===== config.mk =====
export PLATFORM = sky130hd
export DESIGN_NAME = axis_read_sched_flat
export DESIGN_NICKNAME = d
export VERILOG_FILES = /design/src/rtl/axis_read_sched_pkg.sv /design/src/rtl/axis_read_sched_if.sv /design/src/rtl/axis_read_sched_rr_arbiter.sv /design/src/rtl/axis_read_sched.sv /design/src/flat_wrapper.sv
export SDC_FILE = /design/constraint.sdc
export NUM_CORES = 1
export LEC_CHECK = 0
export ABC_CLOCK_PERIOD_IN_PS = 3150
export BUFFER_PORTS_ARGS = -buffer_cell sky130_fd_sc_hd__buf_2
export CAP_MARGIN = 10
export CORE_MARGIN = 1
export CORE_UTILIZATION = 47
export DETAILED_ROUTE_END_ITERATION = 10
export PLACE_DENSITY_LB_ADDON = 0.12
export SKIP_LAST_GASP = 1
export SYNTH_ARGS = -nofsm -noshare
export SYNTH_HDL_FRONTEND = slang
export SYNTH_SLANG_ARGS = --single-unit

===== constraint.sdc =====
create_clock -name clk -period 3.15 [get_ports clk]
set_input_delay 0.4725 -clock clk [delete_from_list [all_inputs] [get_ports clk]]
set_output_delay 0.4725 -clock clk [all_outputs]
set_load 0.01 [all_outputs]

===== src/rtl/axis_read_sched_pkg.sv =====
// Shared definitions for the axis_read scheduler: engine cfg register map
// defaults, FSM state indices and the one-hot state type.
package axis_read_sched_pkg;

   localparam int unsigned DEF_CONFIG_ID     = 1;
   localparam int unsigned DEF_CONFIG_ADDR   = 23;
   localparam int unsigned DEF_CONFIG_DATA   = 24;
   localparam int unsigned DEF_CONFIG_AWIDTH = 5;
   localparam int unsigned DEF_CONFIG_DWIDTH = 32;

   localparam int unsigned S_IDLE     = 0;
   localparam int unsigned S_GRANT    = 1;
   localparam int unsigned S_CFG_ID   = 2;
   localparam int unsigned S_CFG_ADDR = 3;
   localparam int unsigned S_CFG_LEN  = 4;
   localparam int unsigned S_RUN      = 5;
   localparam int unsigned S_DONE     = 6;
   localparam int unsigned NUM_STATES = 7;

   typedef enum logic [NUM_STATES-1:0] {
      ST_IDLE     = 7'b1 << S_IDLE,
      ST_GRANT    = 7'b1 << S_GRANT,
      ST_CFG_ID   = 7'b1 << S_CFG_ID,
      ST_CFG_ADDR = 7'b1 << S_CFG_ADDR,
      ST_CFG_LEN  = 7'b1 << S_CFG_LEN,
      ST_RUN      = 7'b1 << S_RUN,
      ST_DONE     = 7'b1 << S_DONE
   } state_e;

   function automatic int unsigned grant_width(input int unsigned n);
      return (n > 1) ? $clog2(n) : 1;
   endfunction

endpackage


===== src/rtl/axis_read_sched_if.sv =====
// Requester, engine-cfg and stream-tap signals of the axis_read scheduler.
// master = scheduler side, slave = requesters/engine side.
interface axis_read_sched_if
   import axis_read_sched_pkg::*;
#(
   parameter int unsigned NUM_REQ       = 4,
   parameter int unsigned CONFIG_AWIDTH = DEF_CONFIG_AWIDTH,
   parameter int unsigned CONFIG_DWIDTH = DEF_CONFIG_DWIDTH
);
   localparam int unsigned GW = grant_width(NUM_REQ);

   logic [NUM_REQ-1:0]               req_valid;
   logic [NUM_REQ-1:0]               req_ready;
   logic [NUM_REQ*CONFIG_DWIDTH-1:0] req_addr;
   logic [NUM_REQ*CONFIG_DWIDTH-1:0] req_len;
   logic [NUM_REQ-1:0]               req_done;
   logic [CONFIG_AWIDTH-1:0]         cfg_addr;
   logic [CONFIG_DWIDTH-1:0]         cfg_data;
   logic                             cfg_valid;
   logic                             str_valid;
   logic                             str_ready;
   logic                             busy;
   logic [GW-1:0]                    grant;

   modport master (
      input  req_valid, req_addr, req_len, str_valid, str_ready,
      output req_ready, req_done, cfg_addr, cfg_data, cfg_valid, busy, grant
   );

   modport slave (
      output req_valid, req_addr, req_len, str_valid, str_ready,
      input  req_ready, req_done, cfg_addr, cfg_data, cfg_valid, busy, grant
   );

endinterface


===== src/rtl/axis_read_sched_rr_arbiter.sv =====
// Combinational round-robin pick: first set request at or above ptr, wrapping.
// Shared with the axis_write scheduler.
module rr_arbiter #(
   parameter int unsigned NUM_REQ = 4,
   parameter int unsigned PW      = 2
) (
   input  logic [NUM_REQ-1:0] req,
   input  logic [PW-1:0]      ptr,
   output logic [NUM_REQ-1:0] gnt,
   output logic               valid
);

   always_comb begin
      gnt   = '0;
      valid = 1'b0;
      for (int unsigned i = 0; i < NUM_REQ; i++) begin
         if (!valid && req[(32'(ptr) + i) % NUM_REQ]) begin
            gnt[(32'(ptr) + i) % NUM_REQ] = 1'b1;
            valid = 1'b1;
         end
      end
   end

endmodule


===== src/rtl/axis_read_sched.sv =====
// Round-robin scheduler sharing one axis_read engine among NUM_REQ requesters:
// grants a descriptor, writes the three cfg words, counts stream beats, pulses done.
module axis_read_sched
   import axis_read_sched_pkg::*;
#(
   parameter int unsigned NUM_REQ       = 4,
   parameter int unsigned CONFIG_ID     = DEF_CONFIG_ID,
   parameter int unsigned CONFIG_ADDR   = DEF_CONFIG_ADDR,
   parameter int unsigned CONFIG_DATA   = DEF_CONFIG_DATA,
   parameter int unsigned CONFIG_AWIDTH = DEF_CONFIG_AWIDTH,
   parameter int unsigned CONFIG_DWIDTH = DEF_CONFIG_DWIDTH
) (
   input logic               clk,
   input logic               rst,
   axis_read_sched_if.master bus
);

   localparam int unsigned GW = grant_width(NUM_REQ);
   localparam int unsigned AW = CONFIG_AWIDTH;
   localparam int unsigned DW = CONFIG_DWIDTH;

   state_e             state_q, state_d;
   logic [NUM_REQ-1:0] req_ready_q, req_ready_d;
   logic [NUM_REQ-1:0] req_done_q, req_done_d;
   logic               cfg_valid_q, cfg_valid_d;
   logic [AW-1:0]      cfg_addr_q, cfg_addr_d;
   logic [DW-1:0]      cfg_data_q, cfg_data_d;
   logic [DW-1:0]      addr_q, addr_d;
   logic [DW-1:0]      len_q, len_d;
   logic [DW-1:0]      cnt_q, cnt_d;
   logic               busy_q, busy_d;
   logic [GW-1:0]      grant_q, grant_d;
   logic [GW-1:0]      ptr_q, ptr_d;

   logic [NUM_REQ-1:0] arb_gnt;
   logic               arb_valid;
   logic [GW-1:0]      arb_idx;
   logic               beat;

   rr_arbiter #(
      .NUM_REQ (NUM_REQ),
      .PW      (GW)
   ) u_arb (
      .req   (bus.req_valid),
      .ptr   (ptr_q),
      .gnt   (arb_gnt),
      .valid (arb_valid)
   );

   always_comb begin
      arb_idx = '0;
      for (int unsigned i = 0; i < NUM_REQ; i++) begin
         if (arb_gnt[i]) arb_idx = GW'(i);
      end
   end

   assign beat = bus.str_valid & bus.str_ready;

   always_comb begin
      state_d = state_q;
      addr_d  = addr_q;
      len_d   = len_q;
      grant_d = grant_q;
      ptr_d   = ptr_q;
      cnt_d   = cnt_q;
      unique case (state_q)
         ST_IDLE: begin
            if (arb_valid) begin
               state_d = ST_GRANT;
               grant_d = arb_idx;
               ptr_d   = (arb_idx == GW'(NUM_REQ - 1)) ? '0 : arb_idx + GW'(1);
               addr_d  = bus.req_addr[arb_idx*DW +: DW];
               len_d   = bus.req_len[arb_idx*DW +: DW];
            end
         end
         ST_GRANT: begin
            cnt_d   = '0;
            state_d = (len_q == '0) ? ST_DONE : ST_CFG_ID;
         end
         // The engine was idle before, so beats seen while configuring belong here.
         ST_CFG_ID: begin
            if (beat) cnt_d = cnt_q + DW'(1);
            state_d = ST_CFG_ADDR;
         end
         ST_CFG_ADDR: begin
            if (beat) cnt_d = cnt_q + DW'(1);
            state_d = ST_CFG_LEN;
         end
         ST_CFG_LEN: begin
            if (beat) cnt_d = cnt_q + DW'(1);
            state_d = ST_RUN;
         end
         ST_RUN: begin
            if (beat) cnt_d = cnt_q + DW'(1);
            if (cnt_d == len_q) state_d = ST_DONE;
         end
         ST_DONE:  state_d = ST_IDLE;
         default:  state_d = ST_IDLE;
      endcase
   end

   // Outputs are decoded from the next state so every port comes straight from a flop.
   always_comb begin
      req_ready_d = '0;
      req_done_d  = '0;
      cfg_valid_d = 1'b0;
      cfg_addr_d  = cfg_addr_q;
      cfg_data_d  = cfg_data_q;
      busy_d      = (state_d != ST_IDLE);
      unique case (state_d)
         ST_GRANT: req_ready_d[grant_d] = 1'b1;
         ST_CFG_ID: begin
            cfg_valid_d = 1'b1;
            cfg_addr_d  = AW'(CONFIG_ADDR);
            cfg_data_d  = DW'(CONFIG_ID);
         end
         ST_CFG_ADDR: begin
            cfg_valid_d = 1'b1;
            cfg_addr_d  = AW'(CONFIG_DATA);
            cfg_data_d  = addr_d;
         end
         ST_CFG_LEN: begin
            cfg_valid_d = 1'b1;
            cfg_addr_d  = AW'(CONFIG_DATA);
            cfg_data_d  = len_d;
         end
         ST_DONE:  req_done_d[grant_d] = 1'b1;
         default:  ;
      endcase
   end

   always_ff @(posedge clk) begin
      if (rst) begin
         state_q     <= ST_IDLE;
         req_ready_q <= '0;
         req_done_q  <= '0;
         cfg_valid_q <= 1'b0;
         cfg_addr_q  <= '0;
         cfg_data_q  <= '0;
         addr_q      <= '0;
         len_q       <= '0;
         cnt_q       <= '0;
         busy_q      <= 1'b0;
         grant_q     <= '0;
         ptr_q       <= '0;
      end else begin
         state_q     <= state_d;
         req_ready_q <= req_ready_d;
         req_done_q  <= req_done_d;
         cfg_valid_q <= cfg_valid_d;
         cfg_addr_q  <= cfg_addr_d;
         cfg_data_q  <= cfg_data_d;
         addr_q      <= addr_d;
         len_q       <= len_d;
         cnt_q       <= cnt_d;
         busy_q      <= busy_d;
         grant_q     <= grant_d;
         ptr_q       <= ptr_d;
      end
   end

   assign bus.req_ready = req_ready_q;
   assign bus.req_done  = req_done_q;
   assign bus.cfg_valid = cfg_valid_q;
   assign bus.cfg_addr  = cfg_addr_q;
   assign bus.cfg_data  = cfg_data_q;
   assign bus.busy      = busy_q;
   assign bus.grant     = grant_q;

endmodule


===== src/flat_wrapper.sv =====
// flat-port wrapper written by rule: the top's interface ports become plain ports
module axis_read_sched_flat import axis_read_sched_pkg::*;
#(
   parameter int unsigned NUM_REQ       = 4,
   parameter int unsigned CONFIG_ID     = DEF_CONFIG_ID,
   parameter int unsigned CONFIG_ADDR   = DEF_CONFIG_ADDR,
   parameter int unsigned CONFIG_DATA   = DEF_CONFIG_DATA,
   parameter int unsigned CONFIG_AWIDTH = DEF_CONFIG_AWIDTH,
   parameter int unsigned CONFIG_DWIDTH = DEF_CONFIG_DWIDTH
)
  (clk, rst, bus_req_valid, bus_req_addr, bus_req_len, bus_str_valid, bus_str_ready, bus_req_ready, bus_req_done, bus_cfg_addr, bus_cfg_data, bus_cfg_valid, bus_busy, bus_grant);
  axis_read_sched_if #(.NUM_REQ(NUM_REQ), .CONFIG_AWIDTH(CONFIG_AWIDTH), .CONFIG_DWIDTH(CONFIG_DWIDTH)) bus_i ();
  input logic clk;
  input logic rst;
  input wire logic [$bits(bus_i.req_valid)-1:0] bus_req_valid;
  input wire logic [$bits(bus_i.req_addr)-1:0] bus_req_addr;
  input wire logic [$bits(bus_i.req_len)-1:0] bus_req_len;
  input wire logic [$bits(bus_i.str_valid)-1:0] bus_str_valid;
  input wire logic [$bits(bus_i.str_ready)-1:0] bus_str_ready;
  output wire logic [$bits(bus_i.req_ready)-1:0] bus_req_ready;
  output wire logic [$bits(bus_i.req_done)-1:0] bus_req_done;
  output wire logic [$bits(bus_i.cfg_addr)-1:0] bus_cfg_addr;
  output wire logic [$bits(bus_i.cfg_data)-1:0] bus_cfg_data;
  output wire logic [$bits(bus_i.cfg_valid)-1:0] bus_cfg_valid;
  output wire logic [$bits(bus_i.busy)-1:0] bus_busy;
  output wire logic [$bits(bus_i.grant)-1:0] bus_grant;
  assign bus_i.req_valid = bus_req_valid;
  assign bus_i.req_addr = bus_req_addr;
  assign bus_i.req_len = bus_req_len;
  assign bus_i.str_valid = bus_str_valid;
  assign bus_i.str_ready = bus_str_ready;
  assign bus_req_ready = bus_i.req_ready;
  assign bus_req_done = bus_i.req_done;
  assign bus_cfg_addr = bus_i.cfg_addr;
  assign bus_cfg_data = bus_i.cfg_data;
  assign bus_cfg_valid = bus_i.cfg_valid;
  assign bus_busy = bus_i.busy;
  assign bus_grant = bus_i.grant;
  axis_read_sched #(.NUM_REQ(NUM_REQ), .CONFIG_ID(CONFIG_ID), .CONFIG_ADDR(CONFIG_ADDR), .CONFIG_DATA(CONFIG_DATA), .CONFIG_AWIDTH(CONFIG_AWIDTH), .CONFIG_DWIDTH(CONFIG_DWIDTH)) u_core (.clk(clk), .rst(rst), .bus(bus_i));
endmodule

# Word-level counts from Yosys, hierarchy flattened
# Index checks and enable logic that the tools add are counted.
dict set report totals {
  reg_bits 154
  input_bits 264
  output_inout_bits 49
}
dict set report classes {
  n_addsub 5
  order_cmp 10
  n_eq_ne 14
  shift 2
  n_mux 46
  bitwise_logic 6
  reduce_logical 21
}
# op count
set ops {}
lappend ops {{indexed part select 128 x 8 -> 32 bit} 2}
lappend ops {{2-to-1 mux 32 bit} 6}
lappend ops {{one-hot mux 32 bit (3 select lines)} 2}
lappend ops {{one-hot mux 7 bit (6 select lines)} 1}
lappend ops {{adder 32 x 1 -> 32 bit (second input constant)} 1}
lappend ops {{equality test 32 bit} 1}
lappend ops {{zero test 32 bit} 1}
lappend ops {{2-to-1 mux 7 bit} 3}
lappend ops {{2-to-1 mux 4 bit} 4}
lappend ops {{< comparator 2 x 3 -> 1 bit (second input constant)} 5}
lappend ops {{2-to-1 mux 1 bit} 15}
lappend ops {{equality test 7 x 2 -> 1 bit (second input constant)} 2}
lappend ops {{equality test 7 x 3 -> 1 bit (second input constant)} 2}
lappend ops {{equality test 7 x 4 -> 1 bit (second input constant)} 2}
lappend ops {{equality test 7 x 5 -> 1 bit (second input constant)} 2}
lappend ops {{bitwise OR 4 bit} 3}
lappend ops {{demux 1 bit (select 2 bit)} 5}
lappend ops {{>= comparator 2 x 1 -> 1 bit (second input constant)} 5}
lappend ops {{2-to-1 mux 2 bit} 5}
lappend ops {{one-hot mux 5 bit (2 select lines)} 1}
lappend ops {{binary-select mux 1 bit (select 2 bit)} 4}
lappend ops {{logical AND 1 bit} 8}
lappend ops {{equality test 7 x 1 -> 1 bit (second input constant)} 1}
lappend ops {{equality test 7 x 6 -> 1 bit (second input constant)} 1}
lappend ops {{13 further kinds} 22}

# Longest topological paths before layout
# Gate-level depths: netlist of run 1.
dict set report logic_depth {
  word_depth 21
  ltp_mapped 13
}

# By module
# A second synthesis of run 1 with hierarchy kept.
dict set report unflattened {
  hier_cells 1257
  area_unflattened_um2 9381.5
}
# module instances cells_each area_each_um2
set by_module_without_submodules {}
lappend by_module_without_submodules {axis_read_sched 1 1195 8887.3}
lappend by_module_without_submodules {rr_arbiter 1 62 494.2}

# Worst setup path before layout of run 1
# No wires, ideal clock.
dict set report synth_path {
  kind {reg-to-reg}
  from {reg u_core.ptr_q[0]}
  to {reg u_core.addr_q[13]}
  setup_ns 0.132
  t_arrival_ns 3.014
  t_required_ns 3.018
  setup_slack_ns 0.004
  stages_incl_launch_ff 13
  path_cell_list {dfxtp_1 > buf_2 > inv_1 > ha_1 > or3b_1 > a2111oi_2 > o21ai_0 > o21ai_1 > buf_2 > buf_4 > mux2_1 > nand2_1 > a21oi_1}
}
dict set report synth_between {
  elab_chain_len 18
  elab_cells_between_ends 54
  cone_classes {add/sub: 3; order compare: 8; shift: 1; mux: 29; bitwise: 3; reduce/logical: 10}
}
# element line
set synth_lines {}
lappend synth_lines {{start: declaration} axis_read_sched.sv:33} ;# logic [GW-1:0] ptr_q, ptr_d;
lappend synth_lines {{start signal: assignment} axis_read_sched.sv:158} ;# ptr_q <= ptr_d;
lappend synth_lines {{parallel branches: the longest is 16 deep, another holds < comparator 2 x 3 -> 1 bit} --}
lappend synth_lines {{2-to-1 mux 32 bit *} axis_read_sched.sv:68} ;# if (arb_valid) begin
lappend synth_lines {{2-to-1 mux 32 bit *} axis_read_sched.sv:66} ;# unique case (state_q)
lappend synth_lines {{end signal: assignment} axis_read_sched.sv:153} ;# addr_q <= addr_d;
lappend synth_lines {{end: declaration} axis_read_sched.sv:28} ;# logic [DW-1:0] addr_q, addr_d;
# Every way passes the cells marked *. The select of a mux whose other input is x is not followed.
# A chain may end at the register's enable or synchronous reset.

# Final worst setup path of run 1
dict set report layout_path {
  from {reg u_core.ptr_q[1]}
  to {reg u_core.len_q[30]}
}
dict set report layout_between {
  elab_chain_len 18
  elab_cells_between_ends 54
  cone_classes {add/sub: 3; order compare: 8; shift: 1; mux: 29; bitwise: 3; reduce/logical: 10}
}
# element line
set layout_lines {}
lappend layout_lines {{parallel branches: the longest is 16 deep, another holds < comparator 2 x 3 -> 1 bit} --}
lappend layout_lines {{2-to-1 mux 32 bit *} axis_read_sched.sv:68}
lappend layout_lines {{2-to-1 mux 32 bit *} axis_read_sched.sv:66}
lappend layout_lines {{end signal: assignment} axis_read_sched.sv:154} ;# len_q <= len_d;
lappend layout_lines {{end: declaration} axis_read_sched.sv:29} ;# logic [DW-1:0] len_q, len_d;
# Marks and branches as above.

==> results.txt, run 1 <==
Clock Sinks -> 152
Die Wd -> 142.8 um
Worst-path fanout max -> 11
Met3 usage in global routing -> 0.05801
Final period utilization -> 0.9545
HPWL Detailed -> 26520 um
Post-synth top area cell -> dfxtp_1
Drt wl/cell -> 20.16 um
Initial antenna violation count -> 3
CTS tree -> built
Net switching power -> 4852 uW
Period minus WS final -> 3.007 ns
CTS Buf Count -> 17
Critical Path RT -> 3.45 ns
Global routing's busiest layer -> met2
Number of port buffers -> 312
Setup violators final -> 0
Max-slew violations -> 0
H-Tree Depth -> 4
P_leak -> 0.005130 uW
Die area -> 0.02039 sq mm
Power Dens Cells -> 901.3 mW/mm^2
# hold bufs at CTS -> 0
Post-synth top cells -> dfxtp_1, nor2_1, a21oi_1, o21ai_0, nand2_1
# nets final -> 1755
R2R cell count -> 12
Root Buffer -> clkbuf_16
RR Endpoint -> u_core.len_q[30]$_SDFF_PP0_
# Max-Cap Violations -> 0
Sequential area share after synthesis -> 0.3267
Max Freq -> 332.6 MHz
Vias in the first global route -> 9656
Met1 usage -> 0.4571
Global-route usage over all layers -> 0.3471
Core area -> 0.01946 sq mm
Fillcell total -> 1808
RePlAce Congestion -> 1.038
Top-area cell type share of the netlist area -> 0.3267
DRT Pass-1 Iters -> 7
Critical path endpoint category -> flip-flop
Setup crit end -> u_core.len_q[30]$_SDFF_PP0_
Worst-margin pin slew -> 0.7746 ns
Combinational share of power -> 0.564
Synth area leaders -> dfxtp_1, mux2i_1, a21oi_1, nor2_1, o21ai_0
Reg2Reg Launch Point -> u_core.ptr_q[1]$_SDFFE_PP0P_
VDD IR max -> 0.6340 mV
# DRC -> 0
CP Class -> reg2reg
Crit start category -> flip-flop
Global-route wire length before repair -> 53430 um
Mean area per synthesized cell -> 7.821 sq um
Final hold viol count -> 0
Vias -> 10480
CTS max path bufs -> 2
Worst-path clk slew -> 0.06 ns
Pint -> 6007 uW
Async set or reset register ratio after synthesis -> 0
Starting Density -> 0.4786
Area Overhead vs Synth -> 29.35%
Post-route ant nets -> 0
Net Count, Synth -> 1462
Number of synthesized flops with an enable pin -> 0
Final Core Density -> 0.6191
Die Y -> 142.8 um
Final Skew -> 0.01204 ns
Worst Setup SP -> u_core.ptr_q[1]$_SDFFE_PP0P_
Met2 Track Usage GR -> 0.5482
Initial DRC count -> 800
Status -> completed
Most common cell in the netlist -> dfxtp_1
Sw Ratio -> 0.4468
Hold slack final -> 0.3063 ns
Setup TNS Final -> 0 ns
Sequential power share -> 0.257
Grt ovf -> 0
Mapped Area -> 0.009315 sq mm
Critical Path AT -> 3.30 ns
Layout cells sized above 1 -> 0.2953
Yosys warns -> 0
Clk pwr share -> 0.179
Netlist cell types -> 78
Vias per inst -> 5.940
FP Rows -> 51
FF-to-FF setup slack -> 0.14 ns
Most common flop cell mapped by yosys -> dfxtp_1
Setup repair after global routing missed its margin -> yes
Ports -> 313
Relative slew slack -> 0.4817
Total Power -> 10860 uW
Min-delay worst type -> in2reg
#FFs+latches synth -> 152
Largest net degree at the start of global routing -> 109
Hold Crit Depth -> 3
Clock latency on the worst-skew pair -> 0.44 ns
WL final -> 35580 um
Cells after synthesis -> 1191
## worst max-delay path: stages (launching register included)
cell,delay (ns)
dfxtp_1,0.33
inv_1,0.06
ha_1,0.34
mux2_2,0.39
mux2i_2,0.36
a2111oi_2,0.17
o21ai_4,0.26
buf_4,0.18
clkbuf_16,0.17
mux2i_1,0.18
a21oi_1,0.12
a211oi_1,0.23
nor3_1,0.07
## what timing repair did
action | CTS | global route
setup endpoints to repair | 33 | 60
resized for setup | 2 | 11
cloned | 0 | 1
pin swaps | 0 | 4
buffers inserted | 0 | 1
## per-layer routing
metal  share of wire  wire [um]
met5               0          0
met1            0.42      14930
met4           0.043       1517
met2            0.46      16450
met3           0.076       2689
## registers in the layout (all words and copies together) (netlist names)
| signal | count |
|---|---|
| u_core.bus.cfg_data | 32 |
| u_core.len_q | 32 |
| u_core.bus.req_ready | 4 |
| u_core.cnt_q | 32 |
| u_core.bus.cfg_addr | 3 |
| u_core.bus.req_done | 4 |
| u_core.bus.cfg_valid | 1 |
| u_core.addr_q | 32 |
| u_core.bus.grant | 2 |
| u_core.ptr_q | 2 |
| u_core.state_q | 7 |
| u_core.bus.busy | 1 |
## worst min-delay path by stage
stage	start	end	slack, ns
3_5_place_dp	u_core.addr_q[18]$_SDFF_PP0_	u_core.bus.cfg_data[18]$_SDFFE_PP0P_	0.44
4_1_cts	bus_req_addr[75]	u_core.addr_q[11]$_SDFF_PP0_	0.30
3_3_place_gp	u_core.addr_q[20]$_SDFF_PP0_	u_core.bus.cfg_data[20]$_SDFFE_PP0P_	0.44
2_1_floorplan	u_core.addr_q[18]$_SDFF_PP0_	u_core.bus.cfg_data[18]$_SDFFE_PP0P_	0.43
5_1_grt	bus_req_addr[117]	u_core.addr_q[21]$_SDFF_PP0_	0.31
6_report	bus_req_addr[75]	u_core.addr_q[11]$_SDFF_PP0_	0.31
## power groups by stage
stage	sequential (uW)	combinational [uW]	clock [uW]
2_1_floorplan	2630	3960	0
3_3_place_gp	2800	5760	0
3_5_place_dp	2810	5830	0
4_1_cts	2770	5880	1950
5_1_grt	2810	6650	2040
6_report	2790	6130	1950
## layout by cell type, fill, tap and decap left out, types with 5 or more instances in the layout
master and n:
a211oi_1 36, a21oi_1 109, a221oi_1 18, a2bb2oi_1 7, a31oi_1 11, and2_1 8, and3_1 18, buf_12 10
buf_2 311, buf_4 49, clkbuf_16 18, dfxtp_1 152, ha_1 7, inv_1 13, mux2i_1 66, nand2_1 87
nand2b_1 8, nand3_1 18, nand3b_1 8, nand4_1 18, nor2_1 139, nor2b_1 6, nor3_1 56, nor3b_1 5
nor4_1 19, o211ai_1 6, o21a_1 5, o21ai_0 87, o21ai_1 15, o221ai_1 11, o22a_1 17, o22ai_1 10
o31ai_1 5, xnor2_1 22, xor2_1 18
## area by class of cell
type / instances / area (sq um) / area share
Clock buffer: 19 / 432.9 / 0.03593
Antenna cell: 3 / 7.507 / 0.0006231
Sequential cell: 152 / 3043 / 0.2525
Inverter: 13 / 48.80 / 0.004050
Multi-Input combinational cell: 929 / 5922 / 0.4915
Timing Repair Buffer: 371 / 2150 / 0.1784
Clock inverter: 13 / 113.9 / 0.009450
Tap cell: 265 / 331.6 / 0.02752
## cell families (layout without fill, tap and decap cells)
group	after synthesis	in the layout	share of synthesized area
simple gates	433	433	0.2406
buf+inv	110	416	0.04916
other cells	0	3	0
fa+ha+maj	7	7	0.009402
xor+xnor	40	40	0.03761
flops	152	152	0.3267
mux	73	73	0.07898
compound gates	376	376	0.2576
## through the flow
| stage | std cells | setup slack, ns | cell area, sq um |
|---|---|---|---|
| final | 1765 | 0.1434 | 12050 |
| after global routing | 1765 | -0.04234 | 12050 |
| after CTS | 1760 | 0.01915 | 11940 |
| after detailed placement | 1728 | -0.08212 | 11390 |
| after global placement | 1728 | 0.0002427 | 11390 |
| after floorplan | 1191 | 0.003973 | 9315 |
(Power assumes the default switching activity.)
==> run 2: changes to the inputs <==
--- a/config.mk
+++ b/config.mk
@@ -11,7 +11,7 @@
 export CORE_MARGIN = 1
 export CORE_UTILIZATION = 47
 export DETAILED_ROUTE_END_ITERATION = 10
-export PLACE_DENSITY_LB_ADDON = 0.12
+export PLACE_DENSITY = 0.77
 export SKIP_LAST_GASP = 1
 export SYNTH_ARGS = -nofsm -noshare
 export SYNTH_HDL_FRONTEND = slang
==> run 2 against run 1 <==
Against the previous run: wire length rose by 4.5%; final cell count rose by 0.91%; sequential power rose by 1%; critical path depth did not move; hold slack barely moved; sequential cell count did not move; register-to-register slack got worse by 0.03 ns.
==> results.txt, run 2 (synthesis results as in run 1) <==
FP Rows -> 51
Root Buffer -> clkbuf_16
Most common cell after layout, fill and taps aside -> buf_2
Power Dens Cells -> 939.7 mW/mm^2
Area Overhead vs Synth -> 31.62%
HPWL Detailed -> 28260 um
Vias in the first global route -> 9856
Layout cells sized above 1 -> 0.3065
Vias -> 10810
Initial antenna violation count -> 3
Non-filler instance count after layout -> 1781
Worst-margin pin slew -> 0.8093 ns
Min-delay worst type -> in2reg
Initial DRC count -> 1146
Grt ovf -> 0
P_leak -> 0.005249 uW
Vias per inst -> 6.069
Net switching power -> 5062 uW
# nets final -> 1772
WL final -> 37180 um
Clk pwr share -> 0.188
FF-to-FF setup slack -> 0.11 ns
Inst Count DP -> 1737
# hold bufs at CTS -> 0
Final setup margin -> 0.1119 ns
Clock Sinks -> 152
Sw Ratio -> 0.4394
Number of port buffers -> 312
H-Tree Depth -> 4
Clock latency on the worst-skew pair -> 0.44 ns
VDD IR max -> 0.6084 mV
RePlAce Congestion -> 0.9614
Dpl ws -> -0.06008 ns
Worst-path clk slew -> 0.07 ns
CTS tree -> built
Critical Path AT -> 3.31 ns
Drt wl/cell -> 20.88 um
Period minus WS final -> 3.038 ns
Setup repair after global routing missed its margin -> yes
CP Class -> reg2reg
Pint -> 6460 uW
Max Freq -> 329.2 MHz
Sequential power share -> 0.245
Final Skew -> 0.01276 ns
Relative slew slack -> 0.4604
CTS Buf Count -> 17
DRT Pass-1 Iters -> 6
Critical Path RT -> 3.43 ns
Max-slew violations -> 0
Die Wd -> 142.8 um
CTS max path bufs -> 2
Die Y -> 142.8 um
Post-route ant nets -> 0
Starting Density -> 0.4786
# DRC -> 0
Setup violators final -> 0
Critical path endpoint category -> flip-flop
Core area -> 0.01946 sq mm
Final period utilization -> 0.9645
Global-route wire length before repair -> 55300 um
Worst-path fanout max -> 26
Die area -> 0.02039 sq mm
Most frequent cells in the layout -> buf_2, dfxtp_1, nor2_1
Ports -> 313
Combinational share of power -> 0.566
Status -> completed
Largest net degree at the start of global routing -> 71
Global-route usage over all layers -> 0.3601
Fillcell total -> 1711
Crit start category -> flip-flop
# Max-Cap Violations -> 0
Final hold viol count -> 0
[run 2: final cells by class]
type,count,area (sq um),area share
flip-flops and latches,152,3043,0.2482
multi-input cells,929,5962,0.4863
well taps,265,331.6,0.02704
inverters,13,48.80,0.003980
repair buffers,388,2258,0.1842
clock inverters,14,182.7,0.01490
clock buffers,18,429.2,0.03500
diodes,2,5.005,0.0004082
[run 2: power groups by stage]
stage | registers [uW] | clock network [uW] | logic [uW]
2_1_floorplan | 2630 | 0 | 3960
3_3_place_gp | 2820 | 0 | 5950
3_5_place_dp | 2830 | 0 | 6020
4_1_cts | 2790 | 2180 | 6060
5_1_grt | 2830 | 2270 | 6960
6_report | 2830 | 2170 | 6530
[run 2: worst paths after layout]
path / from / endpoint / depth (start not counted)
worst max-delay path: u_core.ptr_q[1]$_SDFFE_PP0P_ / u_core.addr_q[0]$_SDFF_PP0_ / 12
worst min-delay path: bus_req_addr[75] / u_core.addr_q[11]$_SDFF_PP0_ / 3
worst min register to register: u_core.bus.cfg_data[27]$_SDFFE_PP0P_ / u_core.bus.cfg_data[27]$_SDFFE_PP0P_ / 2
worst max register to register: u_core.ptr_q[1]$_SDFFE_PP0P_ / u_core.addr_q[0]$_SDFF_PP0_ / 12
[run 2: worst max-delay path, cell delays in order (launching register included)]
cell and delay [ns]:
dfxtp_1 0.33, inv_1 0.06, ha_1 0.36, mux2_2 0.36
buf_4 0.15, and3_1 0.20, a2111oi_4 0.37, o21a_2 0.28
buf_12 0.19, o21ai_0 0.10, a31oi_1 0.17, o21a_1 0.22
nor2_1 0.08
[run 2: stage by stage]
stage          setup TNS [ns]  cell area (sq um)    util  hold slack (ns)  total power [uW]
2_1_floorplan               0               9315       -           0.4257              6595
3_3_place_gp          -0.3889              11450  0.5884           0.4392              8767
3_5_place_dp          -0.7700              11450  0.5884           0.4557              8845
4_1_cts                     0              12070  0.6201           0.3001             11020
5_1_grt              -0.09324              12260  0.6300           0.3146             12060
6_report                    0              12260  0.6300           0.3060             11520
[run 2: repair_timing]
| action | CTS | global route |
|---|---|---|
| hold endpoints to repair | 0 | 0 |
| buffers inserted | 0 | 10 |
| pin swaps | 0 | 3 |
| resized for setup | 2 | 19 |
| setup endpoints to repair | 25 | 69 |
[run 2: per-layer routing]
| metal | up-vias | GRT usage | wire, um | part of all wire |
|---|---|---|---|---|
| li1 | 5044 | - | - | - |
| met1 | 5089 | 0.4601 | 15020 | 0.40 |
| met2 | 588 | 0.5934 | 17650 | 0.47 |
| met3 | 88 | 0.06606 | 3009 | 0.081 |
| met4 | 0 | 0.1534 | 1504 | 0.040 |
| met5 | - | 0 | 0 | 0 |
